--- src/rtl/bram_stream_reader.sv ---
// bram_stream_reader
// Read-side sequencer for port B of the FFT sample RAM. A START command
// walks LEN consecutive or bit-reversed addresses from BASE_ADDR. The RAM's
// one-cycle read latency is absorbed, and the words leave as a valid/ready
// stream with a LAST marker on the final word.
//
// Ports
//   clk_i, rst_n_i             clock, async active-low reset
//   start_i, base_addr_i,
//   len_i, bitrev_i            command, sampled only in IDLE
//   busy_o, done_o             command in progress / one-cycle completion
//   enb_o, web_o, addrb_o      RAM port-B controls (web_o tied low)
//   dob_i                      RAM port-B read data, valid cycle after enb_o
//   m_valid_o, m_ready_i,
//   m_data_o, m_last_o         output stream
//
// state  | meaning
// IDLE   | waiting for START
// READ   | issuing reads while the output buffer has room
// DRAIN  | all reads issued, waiting for the last word to be accepted
module bram_stream_reader #(
    parameter int DATA_WIDTH = 16,
    parameter int CMD_WIDTH  = 4
) (
    input  logic                  clk_i,
    input  logic                  rst_n_i,
    input  logic                  start_i,
    input  logic [CMD_WIDTH-1:0]  base_addr_i,
    input  logic [CMD_WIDTH:0]    len_i,
    input  logic                  bitrev_i,
    output logic                  busy_o,
    output logic                  done_o,
    output logic                  enb_o,
    output logic                  web_o,
    output logic [CMD_WIDTH-1:0]  addrb_o,
    input  logic [DATA_WIDTH-1:0] dob_i,
    output logic                  m_valid_o,
    input  logic                  m_ready_i,
    output logic [DATA_WIDTH-1:0] m_data_o,
    output logic                  m_last_o
);

    typedef enum logic [1:0] {S_IDLE, S_READ, S_DRAIN} state_t;

    state_t                  state_q, state_d;
    logic                    done_q, done_d;
    logic [CMD_WIDTH-1:0]    base_q;
    logic [CMD_WIDTH:0]      len_q;
    logic                    bitrev_q;
    logic [CMD_WIDTH:0]      idx_q;
    logic [CMD_WIDTH-1:0]    addr_q;
    logic                    rd_d1_q;
    logic                    last_d1_q;
    logic [DATA_WIDTH-1:0]   fifo_data_q [2];
    logic                    fifo_last_q [2];
    logic                    wr_ptr_q;
    logic                    rd_ptr_q;
    logic [1:0]              count_q;

    logic                    pop;
    logic                    issue;
    logic                    is_last_rd;
    logic                    accept;
    logic [CMD_WIDTH-1:0]    idx_rev;
    logic [CMD_WIDTH-1:0]    rd_addr;
    logic [2:0]              occ;

    always_comb begin
        idx_rev = '0;
        for (int b = 0; b < CMD_WIDTH; b++) begin
            idx_rev[CMD_WIDTH-1-b] = idx_q[b];
        end
    end

    assign rd_addr    = base_q + (bitrev_q ? idx_rev : idx_q[CMD_WIDTH-1:0]);
    assign m_valid_o  = (count_q != 2'd0);
    assign pop        = m_valid_o & m_ready_i;
    // Words that will sit in the buffer after this cycle; one more issue
    // is only allowed if that leaves a free slot for its data.
    assign occ        = {1'b0, count_q} + {2'b00, rd_d1_q} - {2'b00, pop};
    assign is_last_rd = (idx_q == len_q - (CMD_WIDTH+1)'(1));
    assign issue      = (state_q == S_READ) && (idx_q < len_q) && (occ <= 3'd1);
    assign accept     = (state_q == S_IDLE) && start_i && (len_i != '0);

    always_comb begin
        state_d = state_q;
        done_d  = 1'b0;
        case (state_q)
            S_IDLE: begin
                if (start_i) begin
                    if (len_i != '0) state_d = S_READ;
                    else             done_d  = 1'b1;
                end
            end
            S_READ: begin
                if (issue && is_last_rd) state_d = S_DRAIN;
            end
            S_DRAIN: begin
                if (pop && m_last_o) begin
                    state_d = S_IDLE;
                    done_d  = 1'b1;
                end
            end
            default: state_d = S_IDLE;
        endcase
    end

    always_ff @(posedge clk_i or negedge rst_n_i) begin
        if (!rst_n_i) begin
            state_q   <= S_IDLE;
            done_q    <= 1'b0;
            base_q    <= '0;
            len_q     <= '0;
            bitrev_q  <= 1'b0;
            idx_q     <= '0;
            addr_q    <= '0;
            rd_d1_q   <= 1'b0;
            last_d1_q <= 1'b0;
        end else begin
            state_q   <= state_d;
            done_q    <= done_d;
            rd_d1_q   <= issue;
            last_d1_q <= issue & is_last_rd;
            if (accept) begin
                base_q   <= base_addr_i;
                len_q    <= len_i;
                bitrev_q <= bitrev_i;
                idx_q    <= '0;
            end else if (issue) begin
                idx_q  <= idx_q + (CMD_WIDTH+1)'(1);
                addr_q <= rd_addr;
            end
        end
    end

    always_ff @(posedge clk_i or negedge rst_n_i) begin
        if (!rst_n_i) begin
            fifo_data_q[0] <= '0;
            fifo_data_q[1] <= '0;
            fifo_last_q[0] <= 1'b0;
            fifo_last_q[1] <= 1'b0;
            wr_ptr_q       <= 1'b0;
            rd_ptr_q       <= 1'b0;
            count_q        <= 2'd0;
        end else begin
            if (rd_d1_q) begin
                fifo_data_q[wr_ptr_q] <= dob_i;
                fifo_last_q[wr_ptr_q] <= last_d1_q;
                wr_ptr_q              <= ~wr_ptr_q;
            end
            if (pop) rd_ptr_q <= ~rd_ptr_q;
            count_q <= count_q + {1'b0, rd_d1_q} - {1'b0, pop};
        end
    end

    assign enb_o    = issue;
    assign addrb_o  = issue ? rd_addr : addr_q;
    assign web_o    = 1'b0;
    assign busy_o   = (state_q != S_IDLE);
    assign done_o   = done_q;
    assign m_data_o = fifo_data_q[rd_ptr_q];
    assign m_last_o = fifo_last_q[rd_ptr_q];

endmodule

--- config.mk ---
export PLATFORM = sky130hd
export DESIGN_NAME = bram_stream_reader
export DESIGN_NICKNAME = d
export VERILOG_FILES = /design/src/rtl/bram_stream_reader.sv
export SDC_FILE = /design/constraint.sdc
export NUM_CORES = 1
export LEC_CHECK = 0
export BUFFER_PORTS_ARGS = -buffer_cell sky130_fd_sc_hd__buf_4
export CAP_MARGIN = 15
export CORE_UTILIZATION = 50
export CTS_BUF_LIST = sky130_fd_sc_hd__clkbuf_2 sky130_fd_sc_hd__clkbuf_4 sky130_fd_sc_hd__clkbuf_8
export DETAILED_ROUTE_END_ITERATION = 7
export MAX_ROUTING_LAYER = met4
export PLACE_DENSITY_LB_ADDON = 0.3
export SLEW_MARGIN = 40
export SYNTH_ARGS = -nofsm -noshare
export SYNTH_HDL_FRONTEND = slang
export SYNTH_SLANG_ARGS = --single-unit
--- constraint.sdc ---
create_clock -name clk_i -period 10.5 [get_ports clk_i]
set_clock_uncertainty 0.1 [all_clocks]
set_input_delay 2.1 -clock clk_i [delete_from_list [all_inputs] [get_ports clk_i]]
set_output_delay 2.1 -clock clk_i [all_outputs]
set_load 0.02 [all_outputs]
Yosys cells after proc, flatten, opt, wreduce, memory -nomap -nowiden --
Cells that the tools add are included.
Storage, ports and cells: bits in registers 62, output and inout port bits 26, word-level logic and storage cells 79
Cells by class: add/sub/neg operators 7, magnitude comparators 5, equality and inequality tests 7, mux-type cells 25, bitwise logic cells 6, reductions and logical operators 13
Operators by type and width (number):
- $mux W16 | 4
- $bwmux W32 | 1
- $demux W16 S1 | 1
- $mux W5 | 2
- $mux W2 | 4
- $mux W4 | 2
- $logic_and A1 B1 Y1 | 7
- $mux W1 | 7
- $pmux W2 S3 | 1
- $reduce_bool A2 Y1 | 3
- $add A5 B1 Y5 const B | 1
- $eq A5 B5 Y1 | 1
- $lt A5 B5 Y1 | 1
- $reduce_bool A5 Y1 | 1
- $sub A5 B1 Y5 const B | 1
- $add A4 B4 Y4 | 1
- $ge A2 B2 Y1 const B | 2
- $ne A2 B1 Y1 const B | 2
- $ne A2 B2 Y1 const B | 2
- $not A1 Y2 | 2
- $reduce_and A4 Y1 | 1
- $add A2 B1 Y3 | 1
- $le A3 B1 Y1 const B | 1
- $sub A3 B1 Y3 | 1
- other kinds (11) | 13

Depth between registers and ports, before layout --
depth after elaboration 8, gate-level depth with buffers 13, depth with buffers taken out 13

Worst setup path before layout --
OpenSTA, ideal clock, no wires.
path type input -> output, from input m_ready_i, to output addrb_o[0], arrival 4378 ps, data required time 8300 ps, path slack 3922 ps, cell stages on the path 10, buffers on the path 0, cells stage by stage nand2_1 -> inv_1 -> ha_1 -> inv_1 -> ha_1 -> fa_1 -> nor2_1 -> nand4b_4 -> nor2_2 -> mux2_2
On the way: cells in the longest elaborated chain, start to end 5
RTL lines:
- start, declared | line 38 | input logic m_ready_i,
- $and A1 B1 Y1 | line 77 | assign pop = m_valid_o & m_ready_i;
- named net pop | line 60 | logic pop;
- $sub A3 B1 Y3 | line 80 | assign occ = {1'b0, count_q} + {2'b00, rd_d1_q} - {2'b00, pop};
- named net occ[1] | line 66 | logic [2:0] occ;
- $le A3 B1 Y1 | line 82 | assign issue = (state_q == S_READ) && (idx_q < len_q) && (occ <= 3'd1);
- $logic_and A1 B1 Y1 | line 82
- named net enb_o | line 33 | output logic enb_o,
- $mux W4
- end, declared | line 35 | output logic [CMD_WIDTH-1:0] addrb_o,
The timed path passes the listed nets, and every way through them passes these cells.

Worst setup path in the final report --
from input m_ready_i, to output addrb_o[3]
On the way: cells in the longest elaborated chain, start to end 5
RTL lines (line):
- $and A1 B1 Y1 | 77
- named net pop | 60
- $sub A3 B1 Y3 | 80
- named net occ[1] | 66
- $le A3 B1 Y1 | 82
- $logic_and A1 B1 Y1 | 82
- $mux W4
The timed path passes the listed nets, and every way through them passes these cells.

==> summary.txt <==
Placement
  • IO buf count: 54
  • Routability cong.: 0.770
  • Post-detailed-placement half-perimeter wirelength: 3.90 mm

Pwr
  • Portion of total power attributed to combinational logic: 0.512
  • Clock group share of total power: 0.161
  • Cell Int Power: 832 uW
  • Peak supply drop: 0.236 mV
  • Sequential share of power: 0.327
  • P_sw: 505 uW
  • Static leakage power: 0.00174 uW
  • Share of total power consumed by net switching: 0.378
  • Power density over cell area: 358 mW/mm2

Clock tree
  • Post-CTS setup buffer count: 0
  • Clock root buffer: clkbuf_8
  • CTS sink count: 62
  • Clock tree from TritonCTS: yes
  • Clock transition at the register clock pins on the worst setup and hold paths after CTS: 70 ps
  • PostCTS Resize Cnt: 0
  • Latest clock arrival within the worst-skew pair: 330 ps
  • Number of clock buffers inserted by TritonCTS: 9
  • Maximum root-to-sink buffer count: 2
  • # H-tree levels: 3
  • CTS Hold Bufs: 0

Detailed routing
  • Vias/cell: 5.22
  • Total wirelength of the detailed-routed design: 5.66 mm
  • Count of vias placed by the detailed router: 2026
  • Post-route DRC: 0
  • Drt first pass iters: 4
  • Average wire length per cell after detail routing: 14.6 um
  • Final ANT Viol Nets: 0
  • DRC violation total after the first TritonRoute iteration: 60

Yosys
  • Total standard cell area after synthesis: 0.00306 mm2
  • Number of enable flip-flop cells after synthesis: 0
  • Synth Warn #: 0
  • Mean post-synth cell area: 12.1 um2
  • Number of instances in the synthesized netlist: 252
  • Fraction of registers with async set/reset: 1.00
  • Top FF cell, synth: dfrtp_1
  • Net count after synthesis: 296
  • Portion of the post-synthesis area used by sequential elements: 0.507
  • Number of distinct library cell variants in the gate-level netlist after synthesis: 37
  • Flops & latches, synth: 62

Min path
  • Hold path startpoint: state_q[0]
  • Hold path endpoint: done_o
  • Path type of the worst min-delay path: register to register
  • Worst hold path stage count: 1

Floorplan
  • Die ar.: 0.00644 mm2
  • # IOs: 56
  • Die W: 80.2 um
  • # rows: 28
  • Area of the core region: 0.00592 mm2
  • DIE HEIGHT: 80.2 um
  • Effective utilization at floorplan: 0.517

Critical path
  • Capture instance of the worst register-to-register path: state_q[0]
  • Start point of the critical path: m_ready_i
  • Cell with the largest stage delay on the worst path: nor2_2
  • CP cell instances: buf_4 -> nand2_1 -> inv_1 -> ha_1 -> inv_1 -> ha_1 -> fa_1 -> nor2_1 -> nand4b_4 -> nor2_2 -> mux2_2 -> buf_4
  • Worst setup EP type: output port
  • Minimum setup slack among reg-to-reg paths: 7230 ps
  • Largest stage delay, worst path: 480 ps
  • Required arrival time at the worst endpoint: 8300 ps
  • Crit path DAT: 4710 ps
  • Worst Path Class, Setup: input port to output port
  • Family with the most delay on the worst path: simple AND/OR/NAND/NOR gates
  • Highest fanout seen on the critical path: 11
  • Worst path bufs/invs: 4
  • Worst reg2reg path startpoint: count_q[1]
  • R2R depth: 13
  • Nature of the critical path startpoint: input port

Global route
  • First-pass GRT wire length: 9.42 mm
  • Vias in the first global route: 2044
  • Aggregate global-route resource usage: 0.202
  • Maximum number of pins on one net before global-route repair: 63
  • Remaining Overflow, GRT: 0
  • Initial antenna violation count: 0

Timing
  • Worst hold slack: 381 ps
  • Max-slew violation total from the final report: 0
  • Number of setup violations in the final report: 0
  • Achievable Freq: 145 MHz
  • Setup TNS: 0 ps
  • Actual slew at the worst max-slew pin: 806 ps
  • Setup repair after global routing missed its margin: no
  • Time the worst path needs with I/O delays and setup: 6910 ps
  • Final hold violation count: 0
  • Worst-case headroom to the max-slew limit: 0.463
  • Portion of the clock cycle consumed by the worst path in the final layout: 0.658

Layout
  • Commonest cells after routing, fill and taps aside: 62 x dfrtp_1, 58 x mux2_2, 53 x buf_4
  • Area delta synth->final: 22.2%
  • Share of layout cells above drive strength 1: 0.428
  • Number of fillers in the final layout: 466
  • Most common cell after layout, fill and taps aside: dfrtp_1
  • # nets final: 352
  • Number of antenna cells inserted: 0

Run status
  • Result of the run: finished clean

Job
  • # Max-Cap Violations: 0
-- cell type report --
type | instances | area, um2 | share of cell area
clock buffers | 13 | 166 | 0.0445
inverters | 15 | 56.3 | 0.0151
multi-input cells | 166 | 1420 | 0.380
well taps | 75 | 93.8 | 0.0251
flip-flops and latches | 62 | 1550 | 0.415
repair buffers | 54 | 409 | 0.109
clock inverters | 3 | 42.5 | 0.0114
-- power groups by stage --
| stage | combinational (uW) | clock (uW) | sequential, uW |
|---|---|---|---|
| finish | 684 | 216 | 437 |
| detailed placement | 691 | 0 | 442 |
| global route | 751 | 233 | 454 |
| floorplan | 516 | 0 | 402 |
| global placement | 672 | 0 | 434 |
| CTS | 694 | 223 | 438 |
-- state kept, by name, indices dropped and copies added (netlist names) --
| name | count |
|---|---|
| fifo_data_q | 32 |
| len_q | 5 |
| rd_d1_q | 1 |
| rd_ptr_q | 1 |
| bitrev_q | 1 |
| wr_ptr_q | 1 |
| state_q | 2 |
| addr_q | 4 |
| count_q | 2 |
| base_q | 4 |
| idx_q | 5 |
| done_o | 1 |
| fifo_last_q | 2 |
| last_d1_q | 1 |
-- synthesized netlist by cell type, types with 3 or more instances --
cell type,n,area share
or4_1,3,0.0074
clkbuf_1,6,0.0074
nand2_1,28,0.034
o21ai_0,11,0.018
ha_1,12,0.049
xnor2_1,11,0.031
mux2i_1,3,0.0098
a21oi_1,5,0.0082
dfrtp_1,62,0.51
inv_1,15,0.018
mux2_2,58,0.21
nor2_1,5,0.0061
-- kinds of logic after synthesis --
| logic type | Yosys count | share of synthesized area |
|---|---|---|
| DFF | 62 | 0.507 |
| muxes | 61 | 0.223 |
| xor gates and xnor gates | 13 | 0.0372 |
| adders and majority gates | 14 | 0.0622 |
| and+or+nand+nor | 54 | 0.0920 |
| AOI/OAI and AO/OA | 23 | 0.0454 |
| other | 1 | 0.00123 |
| buffers and inverters | 24 | 0.0315 |
-- metal layers --
metal,global-route usage,vias to the layer above,wire length (um),share of wire
met5,-,-,0,0
met3,0.0386,13,237,0.042
li1,-,982,-,-
met2,0.338,44,2870,0.51
met4,0.0911,0,112,0.020
met1,0.237,987,2430,0.43
-- stage by stage --
stage                     instances  total power, uW  cell area (um2)   util  setup WS (ps)
after floorplan                 252              917             3060      -           3920
after global placement          372             1110             3520  0.595           3650
after detailed placement        372             1130             3530  0.596           3590
after CTS                       388             1360             3730  0.631           3590
after global routing            388             1440             3740  0.631           3420
final                           388             1340             3740  0.631           3590
-- worst max-delay path by stage --
stage                     cells after the start    endpoint
after floorplan                              10  addrb_o[0]
final                                        12  addrb_o[3]
after global routing                         12  addrb_o[2]
after global placement                       12  addrb_o[0]
after detailed placement                     12  addrb_o[3]
after CTS                                    12  addrb_o[3]
(Power assumes the default switching activity.)
